<file path="src/rtl/tank_hit_detector.sv">
// tank_hit_detector: per-frame bullet/tank collision, health tracking and destroy/respawn lifecycle.
// Optional invulnerability window after a non-fatal hit: define TANK_HIT_COOLDOWN_EN. Rev 1.0
`default_nettype none

module tank_hit_detector #(
  parameter logic [3:0] MAX_HEALTH      = 4'd3,
  parameter logic [3:0] HIT_DAMAGE      = 4'd1,
  parameter logic [9:0] TANK_HALF       = 10'd16,
  parameter logic [9:0] BULLET_HALF     = 10'd2,
  parameter logic [9:0] COOLDOWN_FRAMES = 10'd60,
  parameter logic [9:0] RESPAWN_FRAMES  = 10'd180
) (
  input  logic       frame_clk,
  input  logic       Reset,
  input  logic [9:0] Tank_X,
  input  logic [9:0] Tank_Y,
  input  logic [9:0] Bullet_X,
  input  logic [9:0] Bullet_Y,
  input  logic       bullet_active,
  output logic       bull_collide_flag,
  output logic [3:0] health,
  output logic       bullet_consume,
  output logic       tank_destroyed,
  output logic       respawn_pulse
);

  localparam logic [1:0] ST_ALIVE     = 2'd0;
`ifdef TANK_HIT_COOLDOWN_EN
  localparam logic [1:0] ST_COOLDOWN  = 2'd1;
`endif
  localparam logic [1:0] ST_DESTROYED = 2'd2;

  localparam logic [10:0] HIT_REACH = {1'b0, TANK_HALF} + {1'b0, BULLET_HALF};

  logic [1:0]         state;
  logic [9:0]         frame_cnt;
  logic [9:0]         cnt_last;
  logic               cnt_done;
  logic signed [10:0] dx;
  logic signed [10:0] dy;
  logic [10:0]        abs_dx;
  logic [10:0]        abs_dy;
  logic               overlap;
  logic [3:0]         next_health;

  // Zero-extend before subtracting so the 11-bit signed difference never overflows.
  assign dx     = $signed({1'b0, Bullet_X}) - $signed({1'b0, Tank_X});
  assign dy     = $signed({1'b0, Bullet_Y}) - $signed({1'b0, Tank_Y});
  assign abs_dx = dx[10] ? 11'(-dx) : 11'(dx);
  assign abs_dy = dy[10] ? 11'(-dy) : 11'(dy);

  assign overlap = bullet_active && (abs_dx <= HIT_REACH) && (abs_dy <= HIT_REACH);

  assign next_health = (health > HIT_DAMAGE) ? (health - HIT_DAMAGE) : 4'd0;

  // One shared frame counter serves both timed states.
  assign cnt_last = (state == ST_DESTROYED) ? (RESPAWN_FRAMES - 10'd1)
                                            : (COOLDOWN_FRAMES - 10'd1);
  assign cnt_done = (frame_cnt == cnt_last);

  always_ff @(posedge frame_clk or posedge Reset) begin
    if (Reset) begin
      state             <= ST_ALIVE;
      frame_cnt         <= 10'd0;
      health            <= MAX_HEALTH;
      bull_collide_flag <= 1'b0;
      bullet_consume    <= 1'b0;
      tank_destroyed    <= 1'b0;
      respawn_pulse     <= 1'b0;
    end else begin
      bull_collide_flag <= 1'b0;
      bullet_consume    <= 1'b0;
      respawn_pulse     <= 1'b0;
      case (state)
        ST_ALIVE: begin
          if (overlap) begin
            health            <= next_health;
            bull_collide_flag <= 1'b1;
            bullet_consume    <= 1'b1;
            frame_cnt         <= 10'd0;
            if (next_health == 4'd0) begin
              state          <= ST_DESTROYED;
              tank_destroyed <= 1'b1;
            end
`ifdef TANK_HIT_COOLDOWN_EN
            else begin
              state <= ST_COOLDOWN;
            end
`endif
          end
        end
`ifdef TANK_HIT_COOLDOWN_EN
        ST_COOLDOWN: begin
          if (cnt_done) begin
            state     <= ST_ALIVE;
            frame_cnt <= 10'd0;
          end else begin
            frame_cnt <= frame_cnt + 10'd1;
          end
        end
`endif
        ST_DESTROYED: begin
          if (cnt_done) begin
            state          <= ST_ALIVE;
            frame_cnt      <= 10'd0;
            health         <= MAX_HEALTH;
            tank_destroyed <= 1'b0;
            respawn_pulse  <= 1'b1;
          end else begin
            frame_cnt <= frame_cnt + 10'd1;
          end
        end
        default: begin
          state     <= ST_ALIVE;
          frame_cnt <= 10'd0;
        end
      endcase
    end
  end

endmodule

`default_nettype wire

</file>
<file path="config.mk">
export PLATFORM = sky130hd
export DESIGN_NAME = tank_hit_detector
export DESIGN_NICKNAME = d
export VERILOG_FILES = /design/src/rtl/tank_hit_detector.sv
export SDC_FILE = /design/constraint.sdc
export NUM_CORES = 1
export LEC_CHECK = 0
export ABC_AREA = 1
export BUFFER_PORTS_ARGS = -buffer_cell sky130_fd_sc_hd__buf_4
export CAP_MARGIN = 15
export CORE_AREA = 2 2 112 114
export DETAILED_ROUTE_END_ITERATION = 16
export DIE_AREA = 0 0 114 116
export GPL_TIMING_DRIVEN = 0
export PLACE_DENSITY_LB_ADDON = 0.3
export SLEW_MARGIN = 5
export SYNTH_ARGS = -nofsm -noshare
export SYNTH_HDL_FRONTEND = slang
export SYNTH_SLANG_ARGS = --single-unit
</file>
<file path="constraint.sdc">
create_clock -name frame_clk -period 2.1 [get_ports frame_clk]
set_input_delay 0.315 -clock frame_clk [delete_from_list [all_inputs] [get_ports frame_clk]]
set_output_delay 0.315 -clock frame_clk [all_outputs]
set_load 0.01 [all_outputs]
</file>
**Yosys cells after proc, flatten, opt, wreduce, memory -nomap -nowiden**

Index checks and enable logic that the tools add are counted.

- Register bits: 19
- Logic and storage cells: 50
- Output and inout port bits: 8

- Add/subtract/negate cells: 6
- Magnitude comparators: 3
- Eq/ne operators: 5
- Multiplexer cells: 22
- Reduce and logical (&&, ||, !) cells: 8

Operator list:

| operator | count |
|---|---|
| less-or-equal comparator 11 x 5 -> 1 bit (second input constant) | 2 |
| 2-to-1 mux 11 bit | 2 |
| negation 11 bit | 2 |
| subtractor 10 x 10 -> 11 bit | 2 |
| 2-to-1 mux 10 bit | 2 |
| one-hot mux 10 bit (2 select lines) | 1 |
| 2-to-1 mux 4 bit | 3 |
| adder 10 x 1 -> 10 bit (second input constant) | 1 |
| == test 10 x 8 -> 1 bit | 1 |
| 2-to-1 mux 8 bit | 1 |
| one-hot mux 4 bit (2 select lines) | 1 |
| 2-to-1 mux 1 bit | 7 |
| 2-to-1 mux 2 bit | 3 |
| inequality test 2 bit (second input constant) | 3 |
| AND reduction 3 bit | 2 |
| greater-than comparator 4 x 1 -> 1 bit (second input constant) | 1 |
| logical NOT 4 bit | 1 |
| one-hot mux 2 bit (2 select lines) | 1 |
| AND reduction 4 bit | 1 |
| subtractor 4 x 1 -> 4 bit (second input constant) | 1 |
| == test 2 bit (second input constant) | 1 |
| logical AND 1 bit | 2 |
| logical NOT 2 bit | 1 |
| one-hot mux 1 bit (2 select lines) | 1 |
| nonzero test 2 bit | 1 |

**Depth between registers and ports, before layout**

- Depth after elaboration: 8
- Gate-level depth with buffers: 23
- Gate-level depth less buffers: 23

**Least setup slack after synthesis**

Ideal clock, no wire load.

- Path type: input-to-reg
- From: input port Bullet_Y[0]
- To: register frame_cnt[2]
- Stages: 16
- Path slack: -0.448 ns
- Arrival time: 2.405 ns
- Buffers on the path: 0
- Library setup time: 0.143 ns
- Path through: inv_1 -> ha_1 -> inv_1 -> fa_1 -> or2_2 -> nor2_1 -> nand3_1 -> nand2_2 -> xor2_2 -> nand2_1 -> nor2_1 -> o21ai_1 -> nor2_4 -> nand2_2 -> nand2_4 -> o22ai_2

- Word-level cells in the longest chain between the ends: 6

RTL lines:

| item | line | source |
|---|---|---|
| start, declared | 18 | `input logic [9:0] Bullet_Y,` |
| subtractor 10 x 10 -> 11 bit (*) | 48 | `assign dy = $signed({1'b0, Bullet_Y}) - $signed({1'b0, Tank_Y});` |
| negation 11 bit | 50 | `assign abs_dy = dy[10] ? 11'(-dy) : 11'(dy);` |
| 2-to-1 mux 11 bit (*) | 50 |  |
| less-or-equal comparator 11 x 5 -> 1 bit (*) | 52 | `assign overlap = bullet_active && (abs_dx <= HIT_REACH) && (abs_dy <= HIT_REACH);` |
| logical AND 1 bit (*) | 52 |  |
| inequality test 2 bit (no source line) (*) | n/a |  |
| end signal, assigned | 110 | `frame_cnt <= frame_cnt + 10'd1;` |
| end, declared | 36 | `logic [9:0] frame_cnt;` |

Mark *: on every way between the ends. The rest lies on a longest branch, timed or not.
A chain may end at the register's enable or synchronous reset.

**Worst setup path in the final report**

- From: input port Bullet_X[0]
- To: register health[2]

- Word-level cells in the longest chain between the ends: 8

RTL lines:

| item | line | source |
|---|---|---|
| start, declared | 17 | `input logic [9:0] Bullet_X,` |
| subtractor 10 x 10 -> 11 bit (*) | 47 | `assign dx = $signed({1'b0, Bullet_X}) - $signed({1'b0, Tank_X});` |
| negation 11 bit | 49 | `assign abs_dx = dx[10] ? 11'(-dx) : 11'(dx);` |
| 2-to-1 mux 11 bit (*) | 49 |  |
| less-or-equal comparator 11 x 5 -> 1 bit (*) | 52 |  |
| logical AND 1 bit (*) (2 in a row) | 52 |  |
| inequality test 2 bit (no source line) (*) | n/a |  |
| AND reduction 3 bit (no source line) (*) | n/a |  |
| end signal, assigned | 77 | `health <= next_health;` |
| end, declared | 21 | `output logic [3:0] health,` |

Marks and branches as above.

==> metrics.cfg <==
[clocking]
clock_path_buffers = 2
cts_buffers = 3
cts_root_buf = clkbuf_16
worst_skew_pair.late_latency_ns = 0.25
clk_pin_slew_ns = 0.05
cts_hold_buf = 0
cts_tree = done
htree_levels = 1
cts.sinks = 17

[placement]
port-buffer-count = 50
gp_congestion = 0.843
hpwl_um = 5760

[cells_and_area]
area_growth_syn_to_layout_pct = 32.6
multi_input_area_um2 = 2340
layout.nets = 630
final_cell_mix = nand2_1, inv_1, buf_4
drive_gt1_share_pct = 27.6
fillers = 1328
mostFrequentLayoutCell = nand2_1
n_antenna_cell = 0
regArea_um2 = 428

[timing]
tightest_slew_ns = 0.913
layout_min_cycle_time_ns = 2.40
setup_tns_ns = -3.53
rsz0062_at_grt = true
fin_crit_sh_pct = 114
maxSlewHeadroom_pct = 38.5
max_freq_ghz = 0.416
finClkSkew_ns = 0.00237
setup_viol = 16
setup_slack_ns = -0.304
drv_slew = 0
hold_viol = 0

[setup_path]
cp.required_ns = 2.25
worstSetupEndpointType = register
crit_family = simple AND/OR/NAND/NOR gates
path_class = input port to register
cp_slowest_stage_delay_ns = 0.38
cp.arrival_ns = 2.55
critPathMaxFanout = 6
cp-start-kind = input port
crit_chain = buf_6, inv_4, ha_4, inv_2, fa_2, nand2_2, nand2_2, nor2_2, nand3_2, nor2_4, nand4_1, nand3_2, nand2_1, nor2_1, nand3_1, nor2_4, nand3_4, nand2_2, nand2_1, nand2_1, inv_1
path_buf_inv = 4
reg2reg_setup_slack_ns = -0.01
cp_slowest_cell = fa_2

[grt]
grtUsageTotal_pct = 10.9
overflow = 0
antenna_found_initial = 0
grt_max_degree = 18
grt_pass1_vias = 2874
grt_pass1_wl_um = 12300

[yosys]
yosys_register_bits = 17
yosys_warnings = 0
synth_area_leader_cell = nand2_1
synthCells = 495
postSynthAreaPerCell_um2 = 5.92
synth_top_area_share_pct = 19.5
yosysSeqAreaShare_pct = 14.6
synth_cell_types = 36
syn_nets = 563
netlist_area_um2 = 2930
yosys-top-cells-area = nand2_1, dfrtp_1, nand3_1

[pwr]
p_leak_nw = 2.08
powerDensity_nw_per_um2 = 418
total_power_mw = 1.63
vdd_drop_max_uv = 172

[floorplan]
start_util_pct = 24.6
die_y_um = 116
ios = 51
core_region_area_um2 = 11900
die-width_um = 114
rows = 40
die_area_um2 = 13200

[detailed_routing]
drt-pass1-iter-count = 4
post_drt_wl_per_cell_um = 9.92
wirelength_um = 7020
via_per_inst = 4.46
drtAntennaViolNets = 0
drtIter0Drc = 127
num_vias = 3159
drc = 0

[job]
maxCapViolCount = 0

[run_status]
failed_checks = negative setup slack
status = complete, but fails checks

[worst_hold_path]
worstHoldPathType = input port to asynchronous set/reset pin

-- through the flow --
step / setup WS [ns] / hold slack, ns / cells / area [µm²] / util (%)
after floorplan: -0.312 / 0.240 / 495 / 2990 / -
after global placement: -0.732 / 0.453 / 692 / 3550 / 29.8
after detailed placement: -0.773 / 0.462 / 692 / 3550 / 29.8
after CTS: -0.318 / 0.191 / 704 / 3830 / 32.2
after global routing: -0.499 / 0.241 / 708 / 3890 / 32.6
final: -0.304 / 0.166 / 708 / 3890 / 32.6
-- cell usage after synthesis (all sizes together) --
cell and number:
nand3b 6, a21oi 14, dfrtp 15, o21bai 1, o22ai 3, nor4 1
o21ai 14, inv 89, nand3 73, nand2 173, o21a 1, ha 23
nor3 6, nand4 9, buf 2, xor2 10, fa 2, clkinv 1
or2 1, nor2 45, xnor2 3, o31ai 1, dfstp 2
-- power breakdown --
part / switching [mW] / internal, mW / leakage, nW
clock network: 0.132 / 0.258 / 0.0382
logic: 0.533 / 0.374 / 1.83
registers: 0 / 0.328 / 0.210
total: 0.665 / 0.960 / 2.08
-- cell type report --
| class | instances | share of cell area [%] |
|---|---|---|
| well taps | 147 | 4.73 |
| repair buffers | 62 | 12.3 |
| plain buffers | 2 | 0.483 |
| multi-input cells | 386 | 60.3 |
| flip-flops and latches | 17 | 11.0 |
| inverters | 90 | 9.14 |
| clock buffers | 4 | 2.03 |
-- final timing paths --
check	start	endpoint	cells after the start
max	Bullet_X[0]	health[2]$_DFFE_PP0P_	21
min	Reset	bullet_consume$_DFF_PP0_	2
max reg2reg	frame_cnt[4]$_DFFE_PP0P_	frame_cnt[7]$_DFFE_PP0P_	7
min reg2reg	frame_cnt[0]$_DFFE_PP0P_	frame_cnt[0]$_DFFE_PP0P_	1
max in group asynchronous	Reset	frame_cnt[6]$_DFFE_PP0P_	2
min in group frame_clk	frame_cnt[0]$_DFFE_PP0P_	frame_cnt[0]$_DFFE_PP0P_	1
-- sequential cells by signal (all words and copies together) (netlist names) --
register / count
bullet_consume: 1
frame_cnt: 10
health: 4
respawn_pulse: 1
tank_destroyed: 1
-- routing by layer --
metal,track usage [%],part of all wire (%),up-vias
li1,-,-,1699
met5,0,0,-
met1,14.5,49,1418
met3,1.10,2.5,5
met2,19.5,48,37
met4,1.95,0.74,0
-- kinds of logic (layout without fill, tap and decap cells) --
family | count (synthesis) | count (layout) | share of synthesized area, %
buf+inv | 92 | 158 | 12.2
compound gates | 34 | 34 | 7.73
xor+xnor | 13 | 13 | 4.40
fa+ha+maj | 25 | 25 | 11.2
flops | 17 | 17 | 14.6
simple gates | 314 | 314 | 49.9
-- timing repair --
item / 4_1_cts / 5_1_grt
buffers inserted: 8 / 4
pin swaps: 29 / 13
endpoints found under the setup margin: 16 / 16
hold endpoints to repair: 0 / 0
gates resized for setup: 33 / 6
Power figures use the tool's default switching activity.
